[src/rtl/uart_pkg.sv]
// uart_pkg: definitions shared by the UART receiver and transmitter.
//   uart_state_e  - frame state encoding (IDLE, START, DATA, PARITY, STOP)
//   DATA_BITS_OFS - cfg_bits value 0 selects this many data bits
//   DIV_MIN       - smallest usable bit period in clk cycles
//   eff_div()     - clamps a configured divider to DIV_MIN
package uart_pkg;

    typedef enum logic [2:0] {
        IDLE   = 3'd0,
        START  = 3'd1,
        DATA   = 3'd2,
        PARITY = 3'd3,
        STOP   = 3'd4
    } uart_state_e;

    localparam int unsigned DATA_BITS_OFS = 5;
    localparam logic [11:0] DIV_MIN       = 12'd4;

    function automatic logic [11:0] eff_div(input logic [11:0] div);
        return (div < DIV_MIN) ? DIV_MIN : div;
    endfunction

endpackage

[src/rtl/uart_rx_baud.sv]
// uart_rx_baud: bit-period counter for the UART receiver.
//   clk_i, rst_i  clock, asynchronous active-high reset
//   restart_i     force the count back to 0 (takes priority over en_i)
//   en_i          count enable
//   div_i         configured bit period; values below DIV_MIN act as DIV_MIN
//   half_o        strobe at count P/2-1 (mid start bit after an edge restart)
//   full_o        strobe at count P-1 (mid bit after a restart at mid start bit)
module uart_rx_baud
    import uart_pkg::*;
(
    input  logic        clk_i,
    input  logic        rst_i,
    input  logic        restart_i,
    input  logic        en_i,
    input  logic [11:0] div_i,
    output logic        half_o,
    output logic        full_o
);

    logic [11:0] cnt;
    logic [11:0] period;
    logic [11:0] last_cnt;
    logic [11:0] half_cnt;

    assign period   = eff_div(div_i);
    assign last_cnt = period - 12'd1;
    assign half_cnt = (period >> 1) - 12'd1;

    // >= on the wrap keeps the counter bounded if the divider shrinks mid-count.
    always_ff @(posedge clk_i or posedge rst_i) begin
        if (rst_i)
            cnt <= '0;
        else if (restart_i)
            cnt <= '0;
        else if (en_i)
            cnt <= (cnt >= last_cnt) ? 12'd0 : cnt + 12'd1;
    end

    assign half_o = en_i && (cnt == half_cnt);
    assign full_o = en_i && (cnt == last_cnt);

endmodule

[src/rtl/uart_rx.sv]
// uart_rx: asynchronous serial receiver with a one-entry valid/ready output.
//   clk_i, rst_i       clock, asynchronous active-high reset
//   cfg_en_i           receiver enable; low forces IDLE and empties the holding register
//   cfg_div_i          bit period in clk cycles (min 4)
//   cfg_bits_i         data bits 5..8 (0..3)
//   cfg_parity_en_i    expect an even-parity bit after the data
//   cfg_stop_bits_i    1 = two stop bits
//   rx_i               serial line, idle high
//   rx_busy_o          frame in progress
//   rx_data_o/perr/ferr held character and its error flags
//   rx_vld_o, rx_rdy_i holding register handshake
//   rx_ovr_o           one-cycle pulse when a completed frame is dropped
// Optional build macro UART_RX_MAJORITY_EN: each sample point takes a 2-of-3
// vote over the strobe cycle and its neighbours, decided one cycle later.
module uart_rx
    import uart_pkg::*;
#(
    parameter int SYNC_STAGES = 2
) (
    input  logic        clk_i,
    input  logic        rst_i,
    input  logic        cfg_en_i,
    input  logic [11:0] cfg_div_i,
    input  logic [1:0]  cfg_bits_i,
    input  logic        cfg_parity_en_i,
    input  logic        cfg_stop_bits_i,
    input  logic        rx_i,
    output logic        rx_busy_o,
    output logic [7:0]  rx_data_o,
    output logic        rx_perr_o,
    output logic        rx_ferr_o,
    output logic        rx_vld_o,
    input  logic        rx_rdy_i,
    output logic        rx_ovr_o
);

    // ---------------- input synchroniser + edge detect ----------------
    logic [SYNC_STAGES-1:0] sync_q;
    logic                   rx_s;
    logic                   rx_prev;
    logic                   start_edge;

    always_ff @(posedge clk_i or posedge rst_i) begin
        if (rst_i) begin
            sync_q  <= '1;
            rx_prev <= 1'b1;
        end else begin
            sync_q  <= {sync_q[SYNC_STAGES-2:0], rx_i};
            rx_prev <= rx_s;
        end
    end

    assign rx_s       = sync_q[SYNC_STAGES-1];
    assign start_edge = rx_prev && !rx_s;

    // ---------------- baud timing ----------------
    uart_state_e state;
    logic        half;
    logic        full;
    logic        strobe;
    logic        smp_evt;
    logic        smp_bit;
    logic        restart;

    assign strobe  = (state == START) ? half : (state != IDLE) ? full : 1'b0;
    assign restart = ((state == IDLE) && start_edge) ||
                     ((state == START) && smp_evt && !smp_bit);

    uart_rx_baud u_baud (
        .clk_i     (clk_i),
        .rst_i     (rst_i),
        .restart_i (restart),
        .en_i      ((state != IDLE) && cfg_en_i),
        .div_i     (cfg_div_i),
        .half_o    (half),
        .full_o    (full)
    );

`ifdef UART_RX_MAJORITY_EN
    // hist holds the line at strobe-1 and strobe while rx_s is strobe+1,
    // so the vote lands the cycle after the strobe.
    logic [1:0] hist;
    logic       strobe_d;

    always_ff @(posedge clk_i or posedge rst_i) begin
        if (rst_i) begin
            hist     <= 2'b11;
            strobe_d <= 1'b0;
        end else begin
            hist     <= {hist[0], rx_s};
            strobe_d <= strobe && cfg_en_i;
        end
    end

    assign smp_evt = strobe_d;
    assign smp_bit = (hist[1] & hist[0]) | (hist[1] & rx_s) | (hist[0] & rx_s);
`else
    assign smp_evt = strobe;
    assign smp_bit = rx_s;
`endif

    // ---------------- frame state machine ----------------
    logic [2:0] bit_cnt;
    logic [2:0] last_bit;
    logic       stop_idx;
    logic [7:0] shreg;
    logic       perr_q;
    logic       ferr_q;
    logic       done_q;

    assign last_bit = {1'b0, cfg_bits_i} + 3'(DATA_BITS_OFS - 1);

    always_ff @(posedge clk_i or posedge rst_i) begin
        if (rst_i) begin
            state     <= IDLE;
            rx_busy_o <= 1'b0;
            bit_cnt   <= '0;
            stop_idx  <= 1'b0;
            shreg     <= '0;
            perr_q    <= 1'b0;
            ferr_q    <= 1'b0;
            done_q    <= 1'b0;
        end else if (!cfg_en_i) begin
            state     <= IDLE;
            rx_busy_o <= 1'b0;
            done_q    <= 1'b0;
        end else begin
            done_q <= 1'b0;
            case (state)
                IDLE: if (start_edge) begin
                    // Clearing here may coincide with delivery of the previous
                    // frame; the holding register samples the old values.
                    state     <= START;
                    rx_busy_o <= 1'b1;
                    bit_cnt   <= '0;
                    stop_idx  <= 1'b0;
                    shreg     <= '0;
                    perr_q    <= 1'b0;
                    ferr_q    <= 1'b0;
                end
                START: if (smp_evt) begin
                    if (!smp_bit) begin
                        state <= DATA;
                    end else begin
                        state     <= IDLE;
                        rx_busy_o <= 1'b0;
                    end
                end
                DATA: if (smp_evt) begin
                    shreg[bit_cnt] <= smp_bit;
                    if (bit_cnt == last_bit)
                        state <= cfg_parity_en_i ? PARITY : STOP;
                    else
                        bit_cnt <= bit_cnt + 3'd1;
                end
                PARITY: if (smp_evt) begin
                    perr_q <= smp_bit ^ (^shreg);
                    state  <= STOP;
                end
                STOP: if (smp_evt) begin
                    if (!smp_bit)
                        ferr_q <= 1'b1;
                    if (cfg_stop_bits_i && !stop_idx) begin
                        stop_idx <= 1'b1;
                    end else begin
                        // Re-arm mid-stop-bit so back-to-back frames are caught.
                        state     <= IDLE;
                        rx_busy_o <= 1'b0;
                        done_q    <= 1'b1;
                    end
                end
                default: begin
                    state     <= IDLE;
                    rx_busy_o <= 1'b0;
                end
            endcase
        end
    end

    // ---------------- holding register ----------------
    always_ff @(posedge clk_i or posedge rst_i) begin
        if (rst_i) begin
            rx_vld_o  <= 1'b0;
            rx_data_o <= '0;
            rx_perr_o <= 1'b0;
            rx_ferr_o <= 1'b0;
            rx_ovr_o  <= 1'b0;
        end else if (!cfg_en_i) begin
            rx_vld_o  <= 1'b0;
            rx_data_o <= '0;
            rx_perr_o <= 1'b0;
            rx_ferr_o <= 1'b0;
            rx_ovr_o  <= 1'b0;
        end else begin
            rx_ovr_o <= 1'b0;
            if (done_q) begin
                if (!rx_vld_o || rx_rdy_i) begin
                    rx_vld_o  <= 1'b1;
                    rx_data_o <= shreg;
                    rx_perr_o <= perr_q;
                    rx_ferr_o <= ferr_q;
                end else begin
                    rx_ovr_o <= 1'b1;
                end
            end else if (rx_vld_o && rx_rdy_i) begin
                rx_vld_o <= 1'b0;
            end
        end
    end

endmodule

[config.mk]
export PLATFORM = sky130hd
export DESIGN_NAME = uart_rx
export DESIGN_NICKNAME = d
export VERILOG_FILES = /design/src/rtl/uart_pkg.sv /design/src/rtl/uart_rx_baud.sv /design/src/rtl/uart_rx.sv
export SDC_FILE = /design/constraint.sdc
export NUM_CORES = 1
export LEC_CHECK = 0
export BUFFER_PORTS_ARGS = -buffer_cell sky130_fd_sc_hd__buf_4
export CORE_MARGIN = 2
export CORE_UTILIZATION = 40
export DETAILED_ROUTE_END_ITERATION = 10
export PLACE_DENSITY = 0.58
export RECOVER_POWER = 100
export SKIP_CTS_REPAIR_TIMING = 1
export SYNTH_ARGS = -nofsm -noshare
export SYNTH_HDL_FRONTEND = slang
export SYNTH_HIERARCHICAL = 1
export SYNTH_SLANG_ARGS = --single-unit
export TNS_END_PERCENT = 1
[constraint.sdc]
create_clock -name clk_i -period 4.1 [get_ports clk_i]
set_clock_uncertainty 0.05 [all_clocks]
set_input_delay 0.41 -clock clk_i [delete_from_list [all_inputs] [get_ports clk_i]]
set_output_delay 0.41 -clock clk_i [all_outputs]
set_load 0.02 [all_outputs]
# == Word-level counts from Yosys, hierarchy flattened ==
# Cells that the tools add are included.
# totals
input_bits,21
out_inout_bits,13
word_cells,148
register_bits,46
# op_classes
n_reduce_logical,32
mux,63
bitwise,1
n_eq_ne,27
order_cmp,4
n_addsub,5
# ops
op,n
$mux W12,4
$mux W8,5
$mux W3,12
$mux W1,32
$eq A12 B12 Y1,2
$ne A3 B3 Y1 const B,8
$ne A2 B2 Y1 const B,8
$pmux W8 S2,1
$pmux W3 S5,1
$reduce_and A5 Y1,3
$add A12 B1 Y12 const B,1
$ge A12 B12 Y1,1
$lt A12 B3 Y1 const B,1
$sub A11 B1 Y12 const B,1
$sub A12 B1 Y12 const B,1
$logic_and A1 B1 Y1,10
$bwmux W8,1
$reduce_and A4 Y1,2
$reduce_bool A2 Y1,4
$reduce_xor A8 Y1,1
$reduce_and A7 Y1,1
$eq A3 B2 Y1 const B,2
$pmux W1 S2,3
$pmux W3 S2,1
other kinds (21),26

# == Depth between registers and ports, before layout ==
# logic_depth
ltp_word,11
mapped_depth,22
ltp_nobuf,19

# == Cells and area by module ==
# The synthesis kept the hierarchy.
# modules_own_cells
module,cells_each,area_each_um2,seq_area_each_um2,n_inst
uart_rx,175,1752.9,854.6,1
uart_rx_baud,191,1587.8,300.3,1

# == Least setup slack after synthesis ==
# OpenSTA, ideal clock, no wires.
# synth_timing
path_type,input-to-reg
from,input cfg_div_i[6]
to,register u_baud.cnt[5]
t_arrival_ns,4.311
path_buffers,3
slack_ns,-0.386
required_ns,3.924
cell_stages,21
path_cell_list,buf_2 nor4_4 nand3_1 nand2_1 ha_1 nor3b_4 nor3b_4 xor2_1 mux2_4 a221o_1 nor4_2 nand2_1 o21ai_0 and3_1 nor2_1 nand2_1 a21oi_1 and3b_1 clkbuf_1 clkbuf_1 a221o_1
# synth_via
word_cells_on_any_way,18
# synth_lines
element,line,rtl
"start, declared",uart_rx.sv:23,"input logic [11:0] cfg_div_i,"
$lt A12 B3 Y1,uart_pkg.sv:20,return (div < DIV_MIN) ? DIV_MIN : div;
$mux W12 (*),uart_pkg.sv:20,
$sub A11 B1 Y12 (*),uart_rx_baud.sv:27,assign half_cnt = (period >> 1) - 12'd1;
$eq A12 B12 Y1 (*),uart_rx_baud.sv:39,assign half_o = en_i && (cnt == half_cnt);
$logic_and A1 B1 Y1 (*),uart_rx_baud.sv:39,
named net half,uart_rx.sv:58,logic half;
$mux W1 (*),uart_rx.sv:65,assign strobe = (state == START) ? half : (state != IDLE) ? full : 1'b0;
$logic_and A1 B1 Y1 (*) (2 in series),uart_rx.sv:67,((state == START) && smp_evt && !smp_bit);
$logic_or A1 B1 Y1 (*),uart_rx.sv:66,assign restart = ((state == IDLE) && start_edge) ||
named net restart,uart_rx.sv:63,logic restart;
$mux W12 or $reduce_bool A2 Y1 (tied branches),--,
"end signal, assigned",uart_rx_baud.sv:36,cnt <= (cnt >= last_cnt) ? 12'd0 : cnt + 12'd1;
"end, declared",uart_rx_baud.sv:20,logic [11:0] cnt;
# The timed path passes the listed nets; every way through them passes the cells marked *. The select of a mux whose other input is x is not followed.
# A chain may end at the register's enable or synchronous reset.

# == Worst setup path after layout ==
# layout_timing
from,input cfg_div_i[8]
to,register u_baud.cnt[6]
# The elaborated chain is that of the path after synthesis.

==> impl_metrics.env <==
export IMPL_fin_crit_ns=3.800
export IMPL_ys_flop_type="dfrtp_1"
export IMPL_slew_headroom=-0.2094
export IMPL_finalSetupViolations=0
export IMPL_wl_per_cell_um=14.97
export IMPL_synth_area_top_cells="dfrtp_1 (32%), ha_1 (6.4%), xnor2_1 (4.7%)"
export IMPL_yosysWarnings=6
export IMPL_clockBufferDepth=2
export IMPL_whs_ns=0.07171
export IMPL_cts_root_buf="clkbuf_8"
export IMPL_yosys_top_cells_count="dfrtp_1 (43), nand2_1 (32), nor2_1 (25)"
export IMPL_required_ns=4.23
export IMPL_rsz0062_at_grt="no"
export IMPL_drt_iter0_markers=95
export IMPL_first_pass_iters=4
export IMPL_critPathKind="input port to flip-flop"
export IMPL_gr_total_overflow=0
export IMPL_drc=0
export IMPL_ir_drop_v=0.0001861
export IMPL_hold_viol_final=0
export IMPL_cts_sinks=46
export IMPL_synth_seq_cells=46
export IMPL_synth_enable_flop_cells=0
export IMPL_die_x_um=95.39
export IMPL_routed_wl_um=7757
export IMPL_core_rowCount=33
export IMPL_period_share=0.9269
export IMPL_vias=2811
export IMPL_p_leak_nw=1.700
export IMPL_place_ws_ns=-0.07216
export IMPL_grt_max_degree=35
export IMPL_track_usage=0.1786
export IMPL_async_reset_ff_frac=1.000
export IMPL_core_area_um2=8175
export IMPL_syn_nets=404
export IMPL_final_util=0.4758
export IMPL_clk_insertion_delay_late_ns=0.30
export IMPL_r2r_cells=14
export IMPL_cts_inserted_buffers=5
export IMPL_antenna_found_initial=0
export IMPL_ant_nets=0
export IMPL_tritoncts="built"
export IMPL_timing_rr_end="u_baud/cnt[6]$_DFFE_PP0P_"
export IMPL_htree_levels=2
export IMPL_fillerInstances=859
export IMPL_initial_core_util=0.4086
export IMPL_gp_congestion=0.9018
export IMPL_slew_violations=35
export IMPL_final_setup_worst_slack_ns=0.2999
export IMPL_grt_pass1_wl_um=12850
export IMPL_synth_most_common_cell="dfrtp_1"
export IMPL_worst_slew_pin_slew_ns=1.814
export IMPL_cp_arrival_ns=3.93
export IMPL_yosysTopAreaCellShare=0.3221
export IMPL_diodes=0
export IMPL_crit_fanout=11
export IMPL_rrSetupSlack_ns=0.81
export IMPL_max_freq_mhz=263.1
export IMPL_drive_gt1_frac=0.1719
export IMPL_syn_area_um2=3341
export IMPL_dieHeight_um=95.39
export IMPL_reg2reg_from="state[2]$_DFFE_PP0P_"
export IMPL_powerDensity_nw_per_um2=261.0
export IMPL_io_buffers=33
export IMPL_ys_seq_area_frac=0.3457
export IMPL_placed_area_um2=3820
export IMPL_critPathLaunchType="input port"
export IMPL_endpoint_kind="flip-flop"
export IMPL_synth_cell_types=58
export IMPL_grt_pass1_vias=2724
export IMPL_final_area_um2=3890
export IMPL_min_path_type="input port to asynchronous set/reset pin"
export IMPL_clk_pin_slew_ns=0.10
export IMPL_violations="capacitance limit, slew limit"
export IMPL_yosysTopAreaCell="dfrtp_1"
export IMPL_hpwlAfterDp_um=5924
export IMPL_avgSynthCellArea_um2=9.128
export IMPL_area_growth_pct=16.44
export IMPL_die_area_um2=9098
export IMPL_finalSetupTns_ns=0
export IMPL_viasPerCell=5.427
export IMPL_status="finished with violations"
export IMPL_netlist_instances=366
export IMPL_fin_nets=450
export IMPL_ioPinCount=34
export IMPL_drv_cap=1
## final cells by class
| class | count | area (um^2) | share of cell area |
|---|---|---|---|
| timing repair buffer | 55 | 357.8 | 0.09199 |
| tap | 105 | 131.4 | 0.03377 |
| inverter | 11 | 41.29 | 0.01061 |
| clock inverter | 3 | 48.80 | 0.01254 |
| multi-input combinational | 293 | 2087 | 0.5365 |
| clock buffer | 5 | 68.82 | 0.01769 |
| sequential | 46 | 1155 | 0.2969 |
## cell usage in the layout, fill, tap and decap left out, types with 3 or more instances in the layout
cell | Yosys | routed
a22o_1 | 15 | 15
o21ai_0 | 13 | 17
a221o_1 | 4 | 4
nor2b_1 | 10 | 10
nand2_1 | 32 | 31
clkbuf_1 | 6 | 14
nand3_1 | 24 | 23
a21o_1 | 4 | 4
a21oi_1 | 15 | 15
clkbuf_8 | 0 | 5
nor2_1 | 25 | 25
o21ai_1 | 15 | 11
nor4_2 | 2 | 3
a31oi_1 | 4 | 4
o31ai_1 | 4 | 4
dfrtp_1 | 43 | 43
xnor2_1 | 18 | 18
and3_1 | 9 | 9
mux2i_1 | 10 | 10
clkbuf_4 | 0 | 3
xor2_1 | 14 | 14
nand3b_1 | 3 | 3
inv_1 | 10 | 10
nand4_1 | 4 | 4
o311ai_0 | 3 | 3
nand2b_1 | 7 | 7
nor3_1 | 4 | 4
buf_4 | 2 | 37
ha_1 | 17 | 16
## how the worst max path moves through the flow
stage,startpoint,end,cells past startpoint
6_report,cfg_div_i[8],u_baud/cnt[6]$_DFFE_PP0P_,20
5_1_grt,cfg_div_i[2],u_baud/cnt[6]$_DFFE_PP0P_,20
3_3_place_gp,cfg_div_i[6],u_baud/cnt[5]$_DFFE_PP0P_,19
4_1_cts,cfg_div_i[6],u_baud/cnt[6]$_DFFE_PP0P_,20
2_1_floorplan,cfg_div_i[6],u_baud/cnt[6]$_DFFE_PP0P_,21
3_5_place_dp,cfg_div_i[6],u_baud/cnt[5]$_DFFE_PP0P_,20
## power breakdown
group	switching (mW)	total [mW]	internal [mW]
logic	0.102	0.177	0.0748
clock network	0.176	0.362	0.186
registers	0.0140	0.476	0.462
## per-layer routing
layer,vias to the layer above,global-route usage,wire length [um]
met5,-,0,0
met4,0,0.02976,0
met3,0,0.02609,256
met2,51,0.3269,3907
met1,1333,0.2254,3592
li1,1427,-,-
## logic make-up after synthesis
logic type,count (synthesis),share of synthesized area
AND/OR/NAND/NOR,142,0.2464
AO/OA/AOI/OAI,90,0.1850
flip-flops,46,0.3457
XOR/XNOR,32,0.08390
buffers and inverters,27,0.03745
adder cells (fa/ha/maj),17,0.06367
multiplexers,12,0.03783
## stage by stage
| step | cells | total power [mW] |
|---|---|---|
| 2_1_floorplan | 366 | 0.6032 |
| 3_3_place_gp | 509 | 0.6631 |
| 3_5_place_dp | 509 | 0.6655 |
| 4_1_cts | 517 | 1.031 |
| 5_1_grt | 518 | 1.072 |
| 6_report | 518 | 1.015 |
## flip-flops by register name, summed over array words and instances, names as in the netlist, 2 cells and up
name,count
shreg,8
state,3
u_baud/cnt,12
rx_data_o,8
sync_q,2
bit_cnt,3
## worst max-delay path: stages
cell and delay [ns]:
buf_4 0.12, nor4_4 0.35, nand3_2 0.13, nand2_2 0.11, ha_4 0.13, nor3b_4 0.18, nor3b_4 0.27, xor2_1 0.11
mux2_4 0.27, a221o_1 0.32, nor4_2 0.24, nand2_1 0.10, o21ai_1 0.08, and3_1 0.18, nor2_1 0.05, nand2_1 0.06
a21oi_1 0.05, and3b_1 0.30, and3_1 0.21, a221o_1 0.26
Power figures use the tool's default switching activity.
